<file path="src/rtl/twiddle_mult_4_if.sv">
// Sample/coefficient in, scaled product out, plus the shared pipeline enable.
// Shared by the twiddle multiplier and its producer/consumer.
interface twiddle_mult_4_if #(
    parameter int DATA_W = 16,
    parameter int COEF_W = 8
);
    logic              en;
    logic              in_valid;
    logic [DATA_W-1:0] sample;
    logic [COEF_W-1:0] coef;
    logic              out_valid;
    logic [DATA_W-1:0] product;
    logic              ovf;

    modport master (
        output en, in_valid, sample, coef,
        input  out_valid, product, ovf
    );

    modport slave (
        input  en, in_valid, sample, coef,
        output out_valid, product, ovf
    );
endinterface

</file>
<file path="src/rtl/twiddle_mult_4.sv">
// Pipelined signed sample x Q1.7 twiddle multiplier: sign-magnitude shift-add, one coef bit per stage.
// Define TWIDDLE_ROUND_EN for round-half-away-from-zero scaling; otherwise the magnitude is truncated.
module twiddle_mult_4 #(
    parameter int DATA_W = 16,
    parameter int COEF_W = 8,
    parameter int FRAC_W = 7
) (
    input logic              clk,
    input logic              rst_n,
    twiddle_mult_4_if.slave  bus
);
    localparam int ACC_W = DATA_W + COEF_W;
    localparam int MAG_W = ACC_W - FRAC_W;
    localparam logic [MAG_W-1:0]  POS_LIM  = MAG_W'((1 << (DATA_W - 1)) - 1);
    localparam logic [MAG_W-1:0]  NEG_LIM  = MAG_W'(1 << (DATA_W - 1));
    localparam logic [DATA_W-1:0] SAT_POS  = {1'b0, {(DATA_W-1){1'b1}}};
    localparam logic [DATA_W-1:0] SAT_NEG  = {1'b1, {(DATA_W-1){1'b0}}};
`ifdef TWIDDLE_ROUND_EN
    localparam logic [ACC_W-1:0]  HALF_LSB = ACC_W'(1 << (FRAC_W - 1));
`endif

    // Stage 0 captures the operands; stages 1..COEF_W each consume one coefficient bit.
    logic [ACC_W-1:0]  acc_q  [0:COEF_W];
    logic              sign_q [0:COEF_W];
    logic              vld_q  [0:COEF_W];
    logic [ACC_W-1:0]  ms_q   [0:COEF_W-1];
    logic [COEF_W-1:0] mc_q   [0:COEF_W-1];

    logic [DATA_W-1:0] mag_s;
    logic [COEF_W-1:0] mag_c;
    logic [MAG_W-1:0]  mag_r;
    logic [DATA_W-1:0] prod_c;
    logic              ovf_c;

    always_comb begin
        mag_s = bus.sample[DATA_W-1] ? DATA_W'(-bus.sample) : bus.sample;
        mag_c = bus.coef[COEF_W-1]   ? COEF_W'(-bus.coef)   : bus.coef;
    end

    always_comb begin
`ifdef TWIDDLE_ROUND_EN
        mag_r = MAG_W'((acc_q[COEF_W] + HALF_LSB) >> FRAC_W);
`else
        mag_r = acc_q[COEF_W][ACC_W-1:FRAC_W];
`endif
        prod_c = '0;
        ovf_c  = 1'b0;
        if (!sign_q[COEF_W]) begin
            if (mag_r > POS_LIM) begin
                prod_c = SAT_POS;
                ovf_c  = 1'b1;
            end else begin
                prod_c = mag_r[DATA_W-1:0];
            end
        end else begin
            // Negating a zero magnitude still yields +0, and NEG_LIM itself maps onto the most negative code.
            if (mag_r > NEG_LIM) begin
                prod_c = SAT_NEG;
                ovf_c  = 1'b1;
            end else begin
                prod_c = DATA_W'(-mag_r);
            end
        end
    end

    always_ff @(posedge clk) begin
        if (!rst_n) begin
            for (int i = 0; i <= COEF_W; i++) begin
                acc_q[i]  <= '0;
                sign_q[i] <= 1'b0;
                vld_q[i]  <= 1'b0;
            end
            for (int i = 0; i < COEF_W; i++) begin
                ms_q[i] <= '0;
                mc_q[i] <= '0;
            end
            bus.out_valid <= 1'b0;
            bus.product   <= '0;
            bus.ovf       <= 1'b0;
        end else if (bus.en) begin
            vld_q[0]  <= bus.in_valid;
            sign_q[0] <= bus.sample[DATA_W-1] ^ bus.coef[COEF_W-1];
            acc_q[0]  <= '0;
            ms_q[0]   <= ACC_W'(mag_s);
            mc_q[0]   <= mag_c;
            for (int i = 1; i <= COEF_W; i++) begin
                vld_q[i]  <= vld_q[i-1];
                sign_q[i] <= sign_q[i-1];
                acc_q[i]  <= mc_q[i-1][0] ? acc_q[i-1] + ms_q[i-1] : acc_q[i-1];
            end
            for (int i = 1; i < COEF_W; i++) begin
                ms_q[i] <= ms_q[i-1] << 1;
                mc_q[i] <= mc_q[i-1] >> 1;
            end
            // A bubble leaves the last product on the bus but clears the flags.
            if (vld_q[COEF_W]) begin
                bus.out_valid <= 1'b1;
                bus.product   <= prod_c;
                bus.ovf       <= ovf_c;
            end else begin
                bus.out_valid <= 1'b0;
                bus.ovf       <= 1'b0;
            end
        end
    end
endmodule

</file>
<file path="src/flat_wrapper.sv">
// flat-port wrapper written by rule: the top's interface ports become plain ports
module twiddle_mult_4_flat 
#(
    parameter int DATA_W = 16,
    parameter int COEF_W = 8,
    parameter int FRAC_W = 7
)
  (clk, rst_n, bus_en, bus_in_valid, bus_sample, bus_coef, bus_out_valid, bus_product, bus_ovf);
  twiddle_mult_4_if #(.DATA_W(DATA_W), .COEF_W(COEF_W)) bus_i ();
  input logic clk;
  input logic rst_n;
  input wire logic [$bits(bus_i.en)-1:0] bus_en;
  input wire logic [$bits(bus_i.in_valid)-1:0] bus_in_valid;
  input wire logic [$bits(bus_i.sample)-1:0] bus_sample;
  input wire logic [$bits(bus_i.coef)-1:0] bus_coef;
  output wire logic [$bits(bus_i.out_valid)-1:0] bus_out_valid;
  output wire logic [$bits(bus_i.product)-1:0] bus_product;
  output wire logic [$bits(bus_i.ovf)-1:0] bus_ovf;
  assign bus_i.en = bus_en;
  assign bus_i.in_valid = bus_in_valid;
  assign bus_i.sample = bus_sample;
  assign bus_i.coef = bus_coef;
  assign bus_out_valid = bus_i.out_valid;
  assign bus_product = bus_i.product;
  assign bus_ovf = bus_i.ovf;
  twiddle_mult_4 #(.DATA_W(DATA_W), .COEF_W(COEF_W), .FRAC_W(FRAC_W)) u_core (.clk(clk), .rst_n(rst_n), .bus(bus_i));
endmodule
</file>
<file path="config.mk">
export PLATFORM = sky130hd
export DESIGN_NAME = twiddle_mult_4_flat
export DESIGN_NICKNAME = d
export VERILOG_FILES = /design/src/rtl/twiddle_mult_4_if.sv /design/src/rtl/twiddle_mult_4.sv /design/src/flat_wrapper.sv
export SDC_FILE = /design/constraint.sdc
export NUM_CORES = 1
export LEC_CHECK = 0
export CORE_UTILIZATION = 30
export CTS_CLUSTER_DIAMETER = 150
export CTS_CLUSTER_SIZE = 40
export DETAILED_ROUTE_END_ITERATION = 10
export GPL_ROUTABILITY_DRIVEN = 0
export PLACE_DENSITY = 0.52
export SLEW_MARGIN = 0
export SYNTH_ARGS = -nofsm -noshare
export SYNTH_HDL_FRONTEND = slang
export SYNTH_SLANG_ARGS = --single-unit
</file>
<file path="constraint.sdc">
create_clock -name clk -period 18.7 [get_ports clk]
set_input_delay 2.805 -clock clk [delete_from_list [all_inputs] [get_ports clk]]
set_output_delay 2.805 -clock clk [all_outputs]
set_load 0.02 [all_outputs]
</file>
* After elaboration in Yosys (flattened, before gate mapping)
Memories as Yosys holds them, arrays and structs flattened.
Cells that the tools add are included.
** Operators by class
- Add/sub/neg operators :: 11
- Order comparisons :: 2
- Multiplexer cells :: 65
- Bitwise gates (word level) :: 44
- Reduce and logical (&&, ||, !) cells :: 1
** Operator list (number)
- 24-bit 2-to-1 mux :: 25
- 24-bit adder :: 8
- 8-bit 2-to-1 mux :: 9
- 16-bit 2-to-1 mux :: 4
- 1-bit OR :: 43
- 16-bit negation :: 2
- 1-bit 2-to-1 mux :: 27
- 17-bit by 15-bit > comparator with 1-bit output, second input constant :: 1
- 17-bit by 16-bit > comparator with 1-bit output, second input constant :: 1
- 8-bit negation :: 1
- 2-bit AND reduction :: 1
- 1-bit XOR :: 1
** Word-level totals
- Register bits after elaboration :: 18
- Bits in writable memories :: 490
- Bits of input ports :: 28
- Output and inout bits :: 18
- Memories :: 5
** Memory list
- u_core.acc_q :: depth 9, bits a word 24, read ports 9, clocked after Yosys merged registers in 0, wr ports 9, line twiddle_mult_4.sv:23 : logic [ACC_W-1:0] acc_q [0:COEF_W];
- u_core.ms_q :: depth 8, bits a word 24, read ports 8, clocked after Yosys merged registers in 0, wr ports 8, line twiddle_mult_4.sv:26 : logic [ACC_W-1:0] ms_q [0:COEF_W-1];
- u_core.mc_q :: depth 8, bits a word 8, read ports 8, clocked after Yosys merged registers in 0, wr ports 8, line twiddle_mult_4.sv:27 : logic [COEF_W-1:0] mc_q [0:COEF_W-1];
- u_core.sign_q :: depth 9, bits a word 1, read ports 9, clocked after Yosys merged registers in 0, wr ports 9, line twiddle_mult_4.sv:24 : logic sign_q [0:COEF_W];
- u_core.vld_q :: depth 9, bits a word 1, read ports 9, clocked after Yosys merged registers in 0, wr ports 9, line twiddle_mult_4.sv:25 : logic vld_q [0:COEF_W];

* Logic depth before layout (Yosys ltp)
- Depth in word-level cells :: 4
- Depth in mapped cells :: 9
- Gate-level depth less buffers :: 9

* Worst setup path before layout
OpenSTA, ideal clock, no wires.
- Path type :: input port to flip-flop
- Start point :: input bus_en
- End point :: memory u_core.acc_q[0][100] (netlist bit), enable pin
- Arrival :: 10.724 ns
- Slack :: 7.247 ns
- Cell stages on the path :: 3
- Path buffers :: 2
- Cells stage by stage :: clkbuf_1 clkbuf_1 nand2b_1
** RTL lines
- from (decl) :: line flat_wrapper.sv:12 : input wire logic [$bits(bus_i.en)-1:0] bus_en;
- to (decl) :: line twiddle_mult_4.sv:23

==> impl_metrics.env <==
export IMPL_p_leak_nw=8.12
export IMPL_tritoncts_num_buffers=12
export IMPL_count_of_flip_flops_with_a_built_in_enable_after_synthesis=310
export IMPL_worst_slew_pin_transition_ns=1.06
export IMPL_critPathArrivalTime_ns=5.66
export IMPL_layout_common_cells="310 x sky130_fd_sc_hd__edfxtp_1, 134 x sky130_fd_sc_hd__and3_1, 129 x sky130_fd_sc_hd__nor2_1"
export IMPL_start_point_of_the_critical_path="bus_en"
export IMPL_cts_tree="done"
export IMPL_post_cts_resized_instances=0
export IMPL_drc=0
export IMPL_critPathKind="in2reg"
export IMPL_synth_sequential_area_ratio=0.521
export IMPL_cts_max_level=1
export IMPL_cts_hold_buf=0
export IMPL_hold_worst_slack_ns=0.487
export IMPL_grt_antenna_before_repair=0
export IMPL_dpl_hpwl_mm=25.4
export IMPL_cp_slowest_cell="sky130_fd_sc_hd__nand2b_4"
export IMPL_num_io_pins=46
export IMPL_synth_nets=1799
export IMPL_layout_cells_non_filler=2428
export IMPL_fin_worst_setup_slack_ns=13.15
export IMPL_global_route_overflow=0
export IMPL_critical_path_max_fanout=187
export IMPL_max_clock_path_buffers=3
export IMPL_die_wd_um=251
export IMPL_synthArstFlopShare=0
export IMPL_diodes_inserted=0
export IMPL_avgRoutedWirePerCell_um=15.0
export IMPL_final_common_cell="sky130_fd_sc_hd__edfxtp_1"
export IMPL_achievable_frequency_mhz=180
export IMPL_element_type_at_the_critical_path_start="input port"
export IMPL_synthesis_instances=1655
export IMPL_die_area_um2=62800
export IMPL_grt_start_max_net_pins=188
export IMPL_synth_yosys_warnings=0
export IMPL_grt_first_pass_wirelength_mm=60.3
export IMPL_post_route_min_period_ns=5.55
export IMPL_vias_in_the_first_global_route=12500
export IMPL_setup_repair_after_global_routing_missed_its_margin="false"
export IMPL_fraction_of_layout_instances_using_a_drive_strength_above_1=0.0267
export IMPL_power_density_nw_per_um2=73.7
export IMPL_critical_path_reg2reg_startpoint="u_core.ms_q[0][75]"
export IMPL_post_layout_total_power_mw=1.48
export IMPL_postRouteWirelength_mm=36.5
export IMPL_critical_path_max_stage_delay_ns=0.87
export IMPL_status="finished, final reports clean"
export IMPL_grt_usage=0.114
export IMPL_fp_coreArea_um2=60700
export IMPL_clk_pin_slew_worst_paths_ns=0.15
export IMPL_placed_instances=2411
export IMPL_synth_adder_area_share=0.0811
export IMPL_detail_route_vias_per_cell=5.06
export IMPL_final_setup_skew_ns=0.0521
export IMPL_startpoint_of_the_worst_hold_path="u_core.bus.product[0]"
export IMPL_synth_top_cell_area_share=0.502
export IMPL_numPortBuffers=45
export IMPL_final_max_slew_violation_count=0
export IMPL_peak_supply_drop_mv=0.0585
export IMPL_max_slew_margin=0.292
export IMPL_timing_critical_path_mode_cell="sky130_fd_sc_hd__buf_4"
export IMPL_detail_route_first_pass_iterations=7
export IMPL_area_growth_pct=8.43
export IMPL_avg_synthesized_cell_area_um2=11.2
export IMPL_synthesized_area_fraction_occupied_by_ao_oa_aoi_and_oai_cells=0.121
export IMPL_drt_antenna_violating_nets=0
export IMPL_setup_viol_count_final=0
export IMPL_initial_utilization=0.306
export IMPL_cts_sinks=328
export IMPL_synth_top_cells_by_area="sky130_fd_sc_hd__edfxtp_1 50%, sky130_fd_sc_hd__ha_1 7.4%, sky130_fd_sc_hd__and3_1 4.5%"
export IMPL_pre_cts_ws_ns=12.56
export IMPL_dominantRegCellSynth="sky130_fd_sc_hd__edfxtp_1"
export IMPL_yosys_area_top_type="sky130_fd_sc_hd__edfxtp_1"
export IMPL_timing_critical_path_max_delay_family="buffers and inverters"
export IMPL_routed_via_count=12300
export IMPL_ordered_list_of_cells_on_the_worst_path="buf_4 > buf_4 > nand2b_4 > buf_12"
export IMPL_yosys_mux_area_fraction=0.0351
export IMPL_die_y_um=251
export IMPL_critPathBufInv=3
export IMPL_required_ns=18.81
export IMPL_hold_path_class="reg2reg"
export IMPL_layout_nets=1787
export IMPL_synth_simple_gate_area_share=0.173
export IMPL_fin_tns_setup_ns=0
export IMPL_worst_skew_pair_late_latency_ns=0.53
export IMPL_mappedNetlistArea_um2=18500
export IMPL_fin_crit_sh=0.297
export IMPL_report_final_hold_viol_count=0
export IMPL_final_core_utilization=0.331
export IMPL_maxCapViolations=0
export IMPL_drt_initial_drc_count=548
export IMPL_ys_ff_latch=328
export IMPL_worstSetupEndpointType="register"
export IMPL_post_cts_setup_buffers=0
export IMPL_yosysUniqueCellTypes=73
export IMPL_ctsRootBufferMaster="sky130_fd_sc_hd__clkbuf_16"
export IMPL_detailed_place_area_um2=19700
export IMPL_final_area_um2=20100
export IMPL_synth_top_family_by_area="simple AND/OR/NAND/NOR gates"
export IMPL_synthXorXnorAreaFrac=0.0449
export IMPL_rows=90
==> worst register-to-register path, cell delays in order (launching register included) <==
cell	delay, ns
sky130_fd_sc_hd__edfxtp_1	0.42
sky130_fd_sc_hd__and2_1	0.19
sky130_fd_sc_hd__fa_1	0.46
sky130_fd_sc_hd__a21o_2	0.22
sky130_fd_sc_hd__a21oi_1	0.29
sky130_fd_sc_hd__o311ai_0	0.24
sky130_fd_sc_hd__o211ai_1	0.41
sky130_fd_sc_hd__a21boi_1	0.17
sky130_fd_sc_hd__a2111oi_0	0.48
sky130_fd_sc_hd__nor3_1	0.09
==> worst paths after layout <==
kind                           end  slack (ns)  cells after the start
max             u_core.ms_q[0][11]       13.15                      4
min          u_core.bus.product[0]        0.49                      2
max reg2reg   u_core.acc_q[0][115]       15.48                      9
min reg2reg  u_core.bus.product[0]        0.49                      2
==> state kept, by name (all words and copies together), names as in the netlist <==
signal                cells
u_core.bus.out_valid      1
u_core.sign_q             9
u_core.bus.product       16
u_core.acc_q            128
u_core.mc_q              36
u_core.bus.ovf            1
u_core.ms_q             128
u_core.vld_q              9
==> synth_stat cells (all sizes together) (18+ instances only) <==
cell    instances
nor2b          21
nand3          36
a21oi          94
mux2i          65
nand2          72
or3            18
nor3           29
nand3b         19
inv            29
nor2          129
edfxtp        310
dfxtp          18
a211oi         18
a21o           33
and2           62
xnor2          58
ha            109
o21ai          83
clkbuf         69
nand4          21
and3          134
xor2           37
==> routing by layer <==
metal | GRT usage | wire length [um]
met5 | 0 | 0
met4 | 0.0335 | 843
met3 | 0.0141 | 829
met2 | 0.227 | 19600
met1 | 0.123 | 15200
==> kinds of logic after synthesis <==
group	count (synthesis)
AND/OR/NAND/NOR	591
AO/OA/AOI/OAI	350
flip-flops	328
adder cells (fa/ha/maj)	116
buffers and inverters	110
XOR/XNOR	95
multiplexers	65
==> power breakdown <==
part | switching [mW] | internal, mW
Sequential | 0.0367 | 0.858
Combinational | 0.133 | 0.101
Clock | 0.221 | 0.132
Total | 0.391 | 1.09
==> area by class of cell <==
class                           instances  area, um2
Tap cell                              782        978
Sequential cell                       328       9670
Multi-Input combinational cell       1217       8450
Fill cell                            6040      40600
Clock inverter                          1       30.0
Clock buffer                           16        337
Inverter                               29        109
Timing Repair Buffer                   55        533
No activity file was read; power rests on OpenSTA's default activity.
